[src/rtl/mips_cpu_hilo_muldiv.sv]
`timescale 1ns/1ps
// Purpose: iterative MULT/MULTU/DIV/DIVU unit that owns the HI/LO register pair, plus MTHI/MTLO writes.
// Latency: 33 cycles busy per operation (32 iterations + 1 fix-up); MTHI/MTLO visible one edge after the enable.
// Backpressure: busy stalls the pipeline; start/hi_we/lo_we are ignored while busy and are not queued.
//
// Ports:
//   clk, reset            rising-edge clock, asynchronous active-high reset
//   start, op, a, b       operation request (sampled in IDLE only), opcode, rs/rt operands
//   hi_we, lo_we, wdata   MTHI/MTLO writes from the ALU pass-through result
//   busy, done            operation in flight / one-cycle completion pulse (both registered)
//   hi, lo                HI/LO registers
module mips_cpu_hilo_muldiv (
    input  logic        clk,
    input  logic        reset,
    input  logic        start,
    input  logic [1:0]  op,
    input  logic [31:0] a,
    input  logic [31:0] b,
    input  logic        hi_we,
    input  logic        lo_we,
    input  logic [31:0] wdata,
    output logic        busy,
    output logic        done,
    output logic [31:0] hi,
    output logic [31:0] lo
);

    typedef enum logic [1:0] {
        IDLE = 2'd0,
        RUN  = 2'd1,
        FIX  = 2'd2
    } state_t;

    state_t      state;
    state_t      state_next;

    logic [4:0]  cnt;
    logic        is_div;    // latched op[1]
    logic        neg_res;   // product / quotient must be negated at FIX
    logic        neg_rem;   // remainder must be negated at FIX (sign of dividend)
    logic        div_zero;  // divisor was zero
    logic [31:0] a_orig;    // raw dividend, returned in HI on divide by zero
    logic [31:0] opnd;      // multiplicand or divisor magnitude
    // Shared accumulator. Multiply: [64:32] running partial sum, [31:0] multiplier
    // shifted out from the bottom. Divide: [63:32] partial remainder, [31:0]
    // dividend shifting out of the top while quotient bits shift in at the bottom.
    logic [64:0] acc;

    // Operand preparation for a new operation
    logic        op_signed;
    logic [31:0] abs_a;
    logic [31:0] abs_b;

    always_comb begin
        op_signed = ~op[0];
        abs_a     = (op_signed && a[31]) ? (~a + 32'd1) : a;
        abs_b     = (op_signed && b[31]) ? (~b + 32'd1) : b;
    end

    // One iteration step
    logic [32:0] mul_sum;
    logic [32:0] div_shift;
    logic [33:0] div_diff;
    logic [64:0] acc_step;

    always_comb begin
        mul_sum   = acc[64:32] + (acc[0] ? {1'b0, opnd} : 33'd0);
        div_shift = {acc[63:32], acc[31]};
        div_diff  = {1'b0, div_shift} - {2'b00, opnd};
        acc_step  = acc;
        if (is_div) begin
            // Restoring divide: keep the trial difference only when it is non-negative.
            // The remainder stays below the divisor, so 32 bits always hold it.
            if (!div_diff[33]) begin
                acc_step = {1'b0, div_diff[31:0], acc[30:0], 1'b1};
            end else begin
                acc_step = {1'b0, div_shift[31:0], acc[30:0], 1'b0};
            end
        end else begin
            acc_step = {1'b0, mul_sum, acc[31:1]};
        end
    end

    // Fix-up results
    logic [63:0] prod_fix;
    logic [31:0] quo_fix;
    logic [31:0] rem_fix;
    logic [31:0] res_hi;
    logic [31:0] res_lo;

    always_comb begin
        prod_fix = neg_res ? (~acc[63:0] + 64'd1) : acc[63:0];
        quo_fix  = neg_res ? (~acc[31:0] + 32'd1) : acc[31:0];
        rem_fix  = neg_rem ? (~acc[63:32] + 32'd1) : acc[63:32];
        res_hi   = prod_fix[63:32];
        res_lo   = prod_fix[31:0];
        if (is_div) begin
            if (div_zero) begin
                res_hi = a_orig;
                res_lo = 32'hFFFF_FFFF;
            end else begin
                res_hi = rem_fix;
                res_lo = quo_fix;
            end
        end
    end

    // FSM: state register
    always_ff @(posedge clk or posedge reset) begin
        if (reset) begin
            state <= IDLE;
        end else begin
            state <= state_next;
        end
    end

    // FSM: next state
    always_comb begin
        state_next = state;
        case (state)
            IDLE:    if (start) state_next = RUN;
            RUN:     if (cnt == 5'd31) state_next = FIX;
            FIX:     state_next = IDLE;
            default: state_next = IDLE;
        endcase
    end

    // Datapath and registered outputs
    always_ff @(posedge clk or posedge reset) begin
        if (reset) begin
            cnt      <= 5'd0;
            is_div   <= 1'b0;
            neg_res  <= 1'b0;
            neg_rem  <= 1'b0;
            div_zero <= 1'b0;
            a_orig   <= 32'd0;
            opnd     <= 32'd0;
            acc      <= 65'd0;
            busy     <= 1'b0;
            done     <= 1'b0;
            hi       <= 32'd0;
            lo       <= 32'd0;
        end else begin
            busy <= (state_next != IDLE);
            done <= (state == FIX);
            case (state)
                IDLE: begin
                    if (hi_we) hi <= wdata;
                    if (lo_we) lo <= wdata;
                    if (start) begin
                        cnt      <= 5'd0;
                        is_div   <= op[1];
                        neg_res  <= op_signed && (a[31] ^ b[31]);
                        neg_rem  <= op_signed && op[1] && a[31];
                        div_zero <= (b == 32'd0);
                        a_orig   <= a;
                        if (op[1]) begin
                            opnd <= abs_b;
                            acc  <= {33'd0, abs_a};
                        end else begin
                            opnd <= abs_a;
                            acc  <= {33'd0, abs_b};
                        end
                    end
                end
                RUN: begin
                    acc <= acc_step;
                    cnt <= cnt + 5'd1;   // wraps to 0 as RUN hands over to FIX
                end
                FIX: begin
                    hi <= res_hi;
                    lo <= res_lo;
                end
                default: ;
            endcase
        end
    end

endmodule

[config.mk]
export PLATFORM = sky130hd
export DESIGN_NAME = mips_cpu_hilo_muldiv
export DESIGN_NICKNAME = d
export VERILOG_FILES = /design/src/rtl/mips_cpu_hilo_muldiv.sv
export SDC_FILE = /design/constraint.sdc
export NUM_CORES = 1
export LEC_CHECK = 0
export ABC_AREA = 1
export CAP_MARGIN = 25
export CORE_AREA = 3 3 180 226
export CTS_CLUSTER_SIZE = 12
export DETAILED_ROUTE_END_ITERATION = 12
export DIE_AREA = 0 0 183 229
export PLACE_DENSITY = 0.73
export SYNTH_ARGS = -nofsm -noshare
export SYNTH_HDL_FRONTEND = slang
export SYNTH_SLANG_ARGS = --single-unit
[constraint.sdc]
create_clock -name clk -period 12.6 [get_ports clk]
set_input_delay 1.26 -clock clk [delete_from_list [all_inputs] [get_ports clk]]
set_output_delay 1.26 -clock clk [all_outputs]
set_load 0.02 [all_outputs]
==> summary.md, run 1 <==
| Metric | Value |
|---|---|
| Status | completed |
| Via/cell ratio | roughly 6 |
| Post-synthesis net count | between 3,000 and 4,000 |
| Clk sink count | 205 |
| Die width | 183 µm |
| CP Capture Type | flip-flop |
| DR DRC count | 0 |
| Initial Util | ~52% |
| Layout Nets | approximately 3,800 |
| Synth unique cells | between 50 and 60 |
| Fin crit share | 32.1% |
| Die area | roughly 42,000 µm² |
| Layout fillers | around 3,800 |
| # rows | 81 |
| Core region area | between 30,000 and 40,000 µm² |
| Routed WL per cell | between 20 and 25 µm |
| Syn. warnings | 0 |
| Slew Limit Fails | 0 |
| HPWL Detailed | just over 70 mm |
| TritonCTS clock tree | done |
| Clock latency on the worst-skew pair | roughly 0.57 ns |
| Post-DP Area | about 22,000 µm² |
| Initial antenna violation count | 1 |
| Max stage delay on crit path | 0.53 ns |
| Rel. slew slack | between 20% and 30% |
| Layout cells sized above 1 | 4.20% |
| Clk root buf | clkbuf_16 |
| Min-Delay Path Class | reg2reg |
| Commonest non-fill, non-tap cells in the layout | nand2_1, nor2_1, inv_1, nand3_1, a21oi_1 |
| Most common cell after layout, fill and taps aside | nand2_1 |
| First-pass GRT wire length | 135 mm |
| WP buf/inv | 5 |
| Final setup violation count | 0 |
| CP Launch Type | input pin |
| TritonCTS Buffers | 25 |
| Clk_skew | 0.0321 ns |
| Tot GR Track Use | 41.8% |
| Mapped Avg Cell Area | slightly below 6 µm² |
| I/O pin cnt | around 170 |
| P per Cell Area | 311 nW/µm² |
| Seq cells post-synth | roughly 210 |
| Fmax | around 0.25 GHz |
| Sequential area share after synthesis | 25.1% |
| Final Wtd Congestion | approximately 1.0 |
| CP arrival | between 4 and 5 ns |
| EDFF count, synth | 0 |
| Leakage power total | about 12 nW |
| Synth-to-layout area growth | 13.5% |
| Ys async rst share | 100% |
| DR pass1 iterations | 8 |
| Slowest CP cell | buf_4 |
| Maxcap violations | 0 |
| Hold Fails Final Rpt | 0 |
| Die height | roughly 230 µm |
| CTS Hold Bufs | 0 |
| Required time of the critical path | around 13 ns |
| Final min period | 4.05 ns |
| Cells after Synth | 3,491 |
| Routed Antenna Nets | 0 |
| Vias | between 20,000 and 25,000 |
| Worst slew pin tran | between 1 and 1.5 ns |
| Design area | 23,200 µm² |
| Top Family by Delay on Critical Path | buffers and inverters |
| CP Max Fanout | a little over 70 |
| Port bufs | between 150 and 200 |
| Post-CTS Resized | 0 |
| Worst vdd ir | ~0.24 mV |
| Crit path kind | in2reg |
| Maximum clock path buffer count | 3 |
| Ys flop type | dfrtp_1 |
| Cell Chain, Critical Path | clkdlybuf4s50_1 -> nand3_2 -> buf_4 -> inv_2 -> nor2_4 -> buf_4 -> inv_2 -> nand3_1 -> o21ai_0 |
| WL final | between 90 and 100 mm |
| Iter 0 DRT Violations | between 2,000 and 3,000 |
| Pin count of the biggest net entering global routing | 120 |
| Total gr overflow | 0 |
| Clock Pin Slew Worst Setup and Hold Paths | approximately 0.060 ns |
| Vias in the first global route | roughly 23,000 |
| Cell Area, Synth | between 20,000 and 25,000 µm² |
| Setup bufs post-CTS | 0 |
| RSZ-0062 raised after global routing | no |
| Htree depth | 1 |
| Setup TNS | 0 ns |
| # diodes | 0 |
## layer usage
| metal | vias up | GRT usage, % | share of wire, % |
|---|---|---|---|
| li1 | 11400 | - | - |
| met1 | 11100 | 50.3 | 36 |
| met2 | 1560 | 65.3 | 44 |
| met3 | 400 | 7.85 | 9.6 |
| met4 | 2 | 33.2 | 10 |
| met5 | - | 0 | 0.014 |
## worst register-to-register path, delay by kind of cell, from the launching register on
kind / cells / cell delay [ns]
fa+ha+maj: 2 / 0.90
buf+inv: 4 / 0.77
flops: 1 / 0.33
simple gates: 11 / 1.23
compound gates: 1 / 0.32
## logic make-up after synthesis
| group | after synthesis | share of synthesized area [%] |
|---|---|---|
| compound gates | 580 | 15.7 |
| xor+xnor | 61 | 2.62 |
| fa+ha+maj | 72 | 4.49 |
| buf+inv | 577 | 11.1 |
| flops | 205 | 25.1 |
| simple gates | 1996 | 41.0 |
## through the flow
step                power [W]  util, %  instances  worst slack [ns]  hold WS, ns
floorplan             0.00470        -       3491              5.74        0.448
global placement      0.00622     57.4       4051              8.24        0.467
detailed placement    0.00633     57.5       4052              8.13        0.476
CTS                   0.00706     59.5       4094              8.69        0.491
global route          0.00777     59.6       4095              8.32        0.519
finish                0.00722     59.6       4095              8.55        0.491
## worst paths after layout
check / cells past startpoint / slack [ns] / startpoint / end
min in group asynchronous: 2 / 1.22 / reset / hi[29]
worst max register to register: 18 / 8.93 / acc[0] / acc[61]
max in group asynchronous: 4 / 10.00 / reset / neg_res
worst max-delay path: 9 / 8.55 / start / acc[3]
worst min register to register: 2 / 0.49 / hi[9] / hi[9]
worst min-delay path: 2 / 0.49 / hi[9] / hi[9]
## synthesized netlist by cell type, drive strengths merged (10+ instances only)
library cell | instances | area (µm²)
clkbuf | 85 | 319
nor2 | 470 | 1850
a21oi | 256 | 1320
nor3 | 23 | 120
ha | 70 | 876
inv | 443 | 1660
buf | 43 | 262
o21ai | 234 | 1200
nand3 | 358 | 1830
nand4 | 39 | 244
dfrtp | 205 | 5130
xor2 | 54 | 473
o21bai | 10 | 75.1
nand2 | 1075 | 4110
o211ai | 35 | 263
## state kept, by name (all words and copies together) (netlist names), 2 cells and up
register,flops
acc,64
a_orig,32
hi,32
lo,32
opnd,32
cnt,5
state,2
## power breakdown
part / switching [W] / internal (W) / total [W]
clock network: 0.000313 / 0.000401 / 0.000714
registers: 0.000502 / 0.000997 / 0.00150
logic: 0.00336 / 0.00164 / 0.00500
## layout make-up
cell class	instances	area [µm²]	area share, %
clock inverter	10	85.1	0.367
sequential	205	5130	22.1
clock buffer	32	712	3.07
timing repair buffer	192	1890	8.17
multi-input combinational	2709	13000	56.2
inverter	449	1690	7.31
tap	498	623	2.69
Power figures use the tool's default switching activity.
==> run 2, diff against run 1 <==
- PLACE_DENSITY: 0.73 -> 0.76
- clock period: 12.6 -> 3.6 ns (I/O delays scaled with it)
==> run 2 against run 1 <==
Sequential share of layout area fell by 0.27 points. Cell count rose by 0.71%. Via count fell by 0.95%. Clock-buffer cell count fell by 1. Combinational power rose to 3.6 times the previous value.
==> summary.md, run 2 (synthesis gave the netlist of run 1 again) <==
| Metric | Value |
|---|---|
| WP buf/inv | 4 (-1) |
| Iter 0 DRT Violations | 2,753 (-3.4%) |
| Fmax | around 0.34 GHz |
| Worst path most repeated cell | nand2_1 |
| Most flops, register | acc |
| Initial Util | 52.5% (unchanged) |
| Most common cell after layout, fill and taps aside | nand2_1 |
| Hold Fails Final Rpt | 0 (unchanged) |
| Routed WL per cell | 22.0 µm (-0.48%) |
| Core region area | 38,900 µm² (unchanged) |
| WL final | 90.9 mm (+0.22%) |
| Tot GR Track Use | 42.1% (+0.31 points) |
| Final setup violation count | 0 (unchanged) |
| Worst slew pin tran | 0.983 ns (-0.117 ns) |
| CP Launch Type | flip-flop |
| Post-CTS Resized | 0 (unchanged) |
| Status | completed |
| Clock share of power | 10.5% (+0.6 points) |
| Slew Limit Fails | 0 (unchanged) |
| Fin crit share | between 80 and 90% |
| Port bufs | 168 (unchanged) |
| Required time of the critical path | 4.04 ns (-8.96 ns) |
| Minimum hold slack | 0.305 ns (-0.186 ns) |
| Top Family by Delay on Critical Path | simple AND/OR/NAND/NOR gates |
| Cell Chain, Critical Path | buf_4 -> nand2_1 -> inv_1 -> ha_1 -> inv_1 -> fa_1 -> nor2_1 -> nor2_1 -> o21ai_0 -> nand2_1 -> nand2_1 -> nand2_1 -> nand3_1 -> nand3_1 -> nand2_1 -> inv_1 -> nand2_1 -> nand2_1 |
| Layout Nets | 3,783 (+0.69%) |
| Slowest CP cell | fa_1 |
| Htree depth | 1 (unchanged) |
| HPWL Detailed | 72.5 mm (+1.0%) |
| Sw frac | 57.3% (-0.60 points) |
| Rel. slew slack | 34.2% (+7.6 points) |
| P per Cell Area | 1100 nW/µm² (+250%) |
| Final min period | between 2 and 3 ns |
| Clk root buf | clkbuf_16 |
| Placement Setup Slack | 0.769 ns (-7.36 ns) |
| Worst setup margin | 0.634 ns (-7.92 ns) |
| TritonCTS clock tree | done |
| # rows | 81 (unchanged) |
| Vias | 24,300 (-0.95%) |
| Clk_skew | 0.0138 ns (-0.0183 ns) |
| CP Capture Type | flip-flop |
| FF-to-FF End | acc[53] |
| Synth-to-layout area growth | 14.9% |
| Routed Antenna Nets | 0 (unchanged) |
| Pin count of the biggest net entering global routing | 71 (-41%) |
| CP Max Fanout | 21 (-71%) |
| Pwr Total | 0.0258 W (+260%) |
| CTS Hold Bufs | 0 (unchanged) |
| Die area | 41,900 µm² (unchanged) |
| CP arrival | 3.41 ns (-1.04 ns) |
| Die height | 229 µm (unchanged) |
| DR pass1 iterations | 6 (-2) |
| Via/cell ratio | 5.89 (-1.7%) |
| Commonest non-fill, non-tap cells in the layout | nand2_1, nor2_1, inv_1, nand3_1, a21oi_1 |
| Clk sink count | 205 (unchanged) |
| Gate power share | 70.3% (+1.0 points) |
| Die width | 183 µm (unchanged) |
| RSZ-0062 raised after global routing | no |
| Max stage delay on crit path | 0.45 ns (-0.08 ns) |
| Clock Pin Slew Worst Setup and Hold Paths | 0.06 ns (about the same) |
| Crit path kind | reg2reg |
| Leakage power total | 11.8 nW (+1.4%) |
| Total gr overflow | 0 (unchanged) |
| Setup bufs post-CTS | 0 (unchanged) |
| Max reg flops | 64 (unchanged) |
| Initial antenna violation count | 4 (+3) |
| Power Internal | 0.0110 W (+260%) |
| Sequential power share | 19.1% (-1.7 points) |
| Final Util | 60.3% (+0.74 points) |
| Worst R2R Start | acc[0] |
| Worst R2R Setup Slack | 0.63 ns (-8.30 ns) |
| Clock latency on the worst-skew pair | 0.56 ns (about the same) |
| Net switching power | 0.0148 W (+250%) |
| Vias in the first global route | 22,900 (-0.13%) |
| DR DRC count | 0 (unchanged) |
| Maxcap violations | 0 (unchanged) |
| Setup TNS | 0 ns (unchanged) |
| Maximum clock path buffer count | 3 (unchanged) |
| Layout fillers | 4,009 (+4.4%) |
| I/O pin cnt | 169 (unchanged) |
| Final Wtd Congestion | 1.10 (+5.2%) |
| Layout cells sized above 1 | 4.83% (+0.63 points) |
| Worst vdd ir | 0.621 mV (+160%) |
| Min-Delay Path Class | in2async |
| First-pass GRT wire length | 135 mm (+0.14%) |
| TritonCTS Buffers | 24 (-4.0%) |
| R2R depth | 18 (unchanged) |
==> run 2: cell types whose count changed in the layout (fill, tap and decap cells not counted), moves of 2 or more <==
cell       delta
clkbuf_8      -3
buf_4        +25
clkbuf_1      +3
bufinv_16     +5
inv_8         -2
diode_2       +2
buf_12        +2
==> run 2: worst max path at each step <==
stage / start / endpoint / slack [ns] / cells past startpoint
2_1_floorplan: reset / a_orig[0] / 0.58 / 1
3_3_place_gp: acc[31] / acc[44] / 0.77 / 14
3_5_place_dp: acc[0] / acc[53] / 0.77 / 18
4_1_cts: acc[0] / acc[53] / 0.72 / 18
5_1_grt: acc[0] / acc[55] / 0.39 / 14
6_report: acc[0] / acc[53] / 0.63 / 18
==> run 2: cell type report <==
cell class | instances | area (µm²) | share of cell area [%]
multi-input combinational | 2709 | 13000 | 55.6
sequential | 205 | 5130 | 21.9
timing repair buffer | 219 | 2120 | 9.04
inverter | 449 | 1690 | 7.21
clock buffer | 31 | 657 | 2.80
tap | 498 | 623 | 2.66
clock inverter | 11 | 196 | 0.837
antenna | 2 | 5.00 | 0.0213
==> run 2: power groups by stage <==
stage	Clock, W	Sequential [W]	Combinational [W]
after floorplan	0	0.00478	0.0117
after global placement	0	0.00488	0.0175
after detailed placement	0	0.00491	0.0176
after CTS	0.00271	0.00487	0.0177
after global routing	0.00281	0.00503	0.0199
final	0.00272	0.00494	0.0182
==> run 2: metrics by stage <==
step                cell area [µm²]  cells
floorplan                     20400   3491
global placement              22600   4079
detailed placement            22600   4080
CTS                           23500   4122
global route                  23500   4122
finish                        23500   4124
==> run 2: layer usage <==
metal | routed length [µm] | global-route usage, % | vias to the layer above | part of all wire [%]
met5 | 39 | 0 | - | 0.043
met4 | 9210 | 33.5 | 6 | 10
met3 | 8540 | 7.64 | 400 | 9.4
met2 | 39800 | 66.0 | 1372 | 44
met1 | 33300 | 50.6 | 11000 | 37
li1 | - | - | 11500 | -
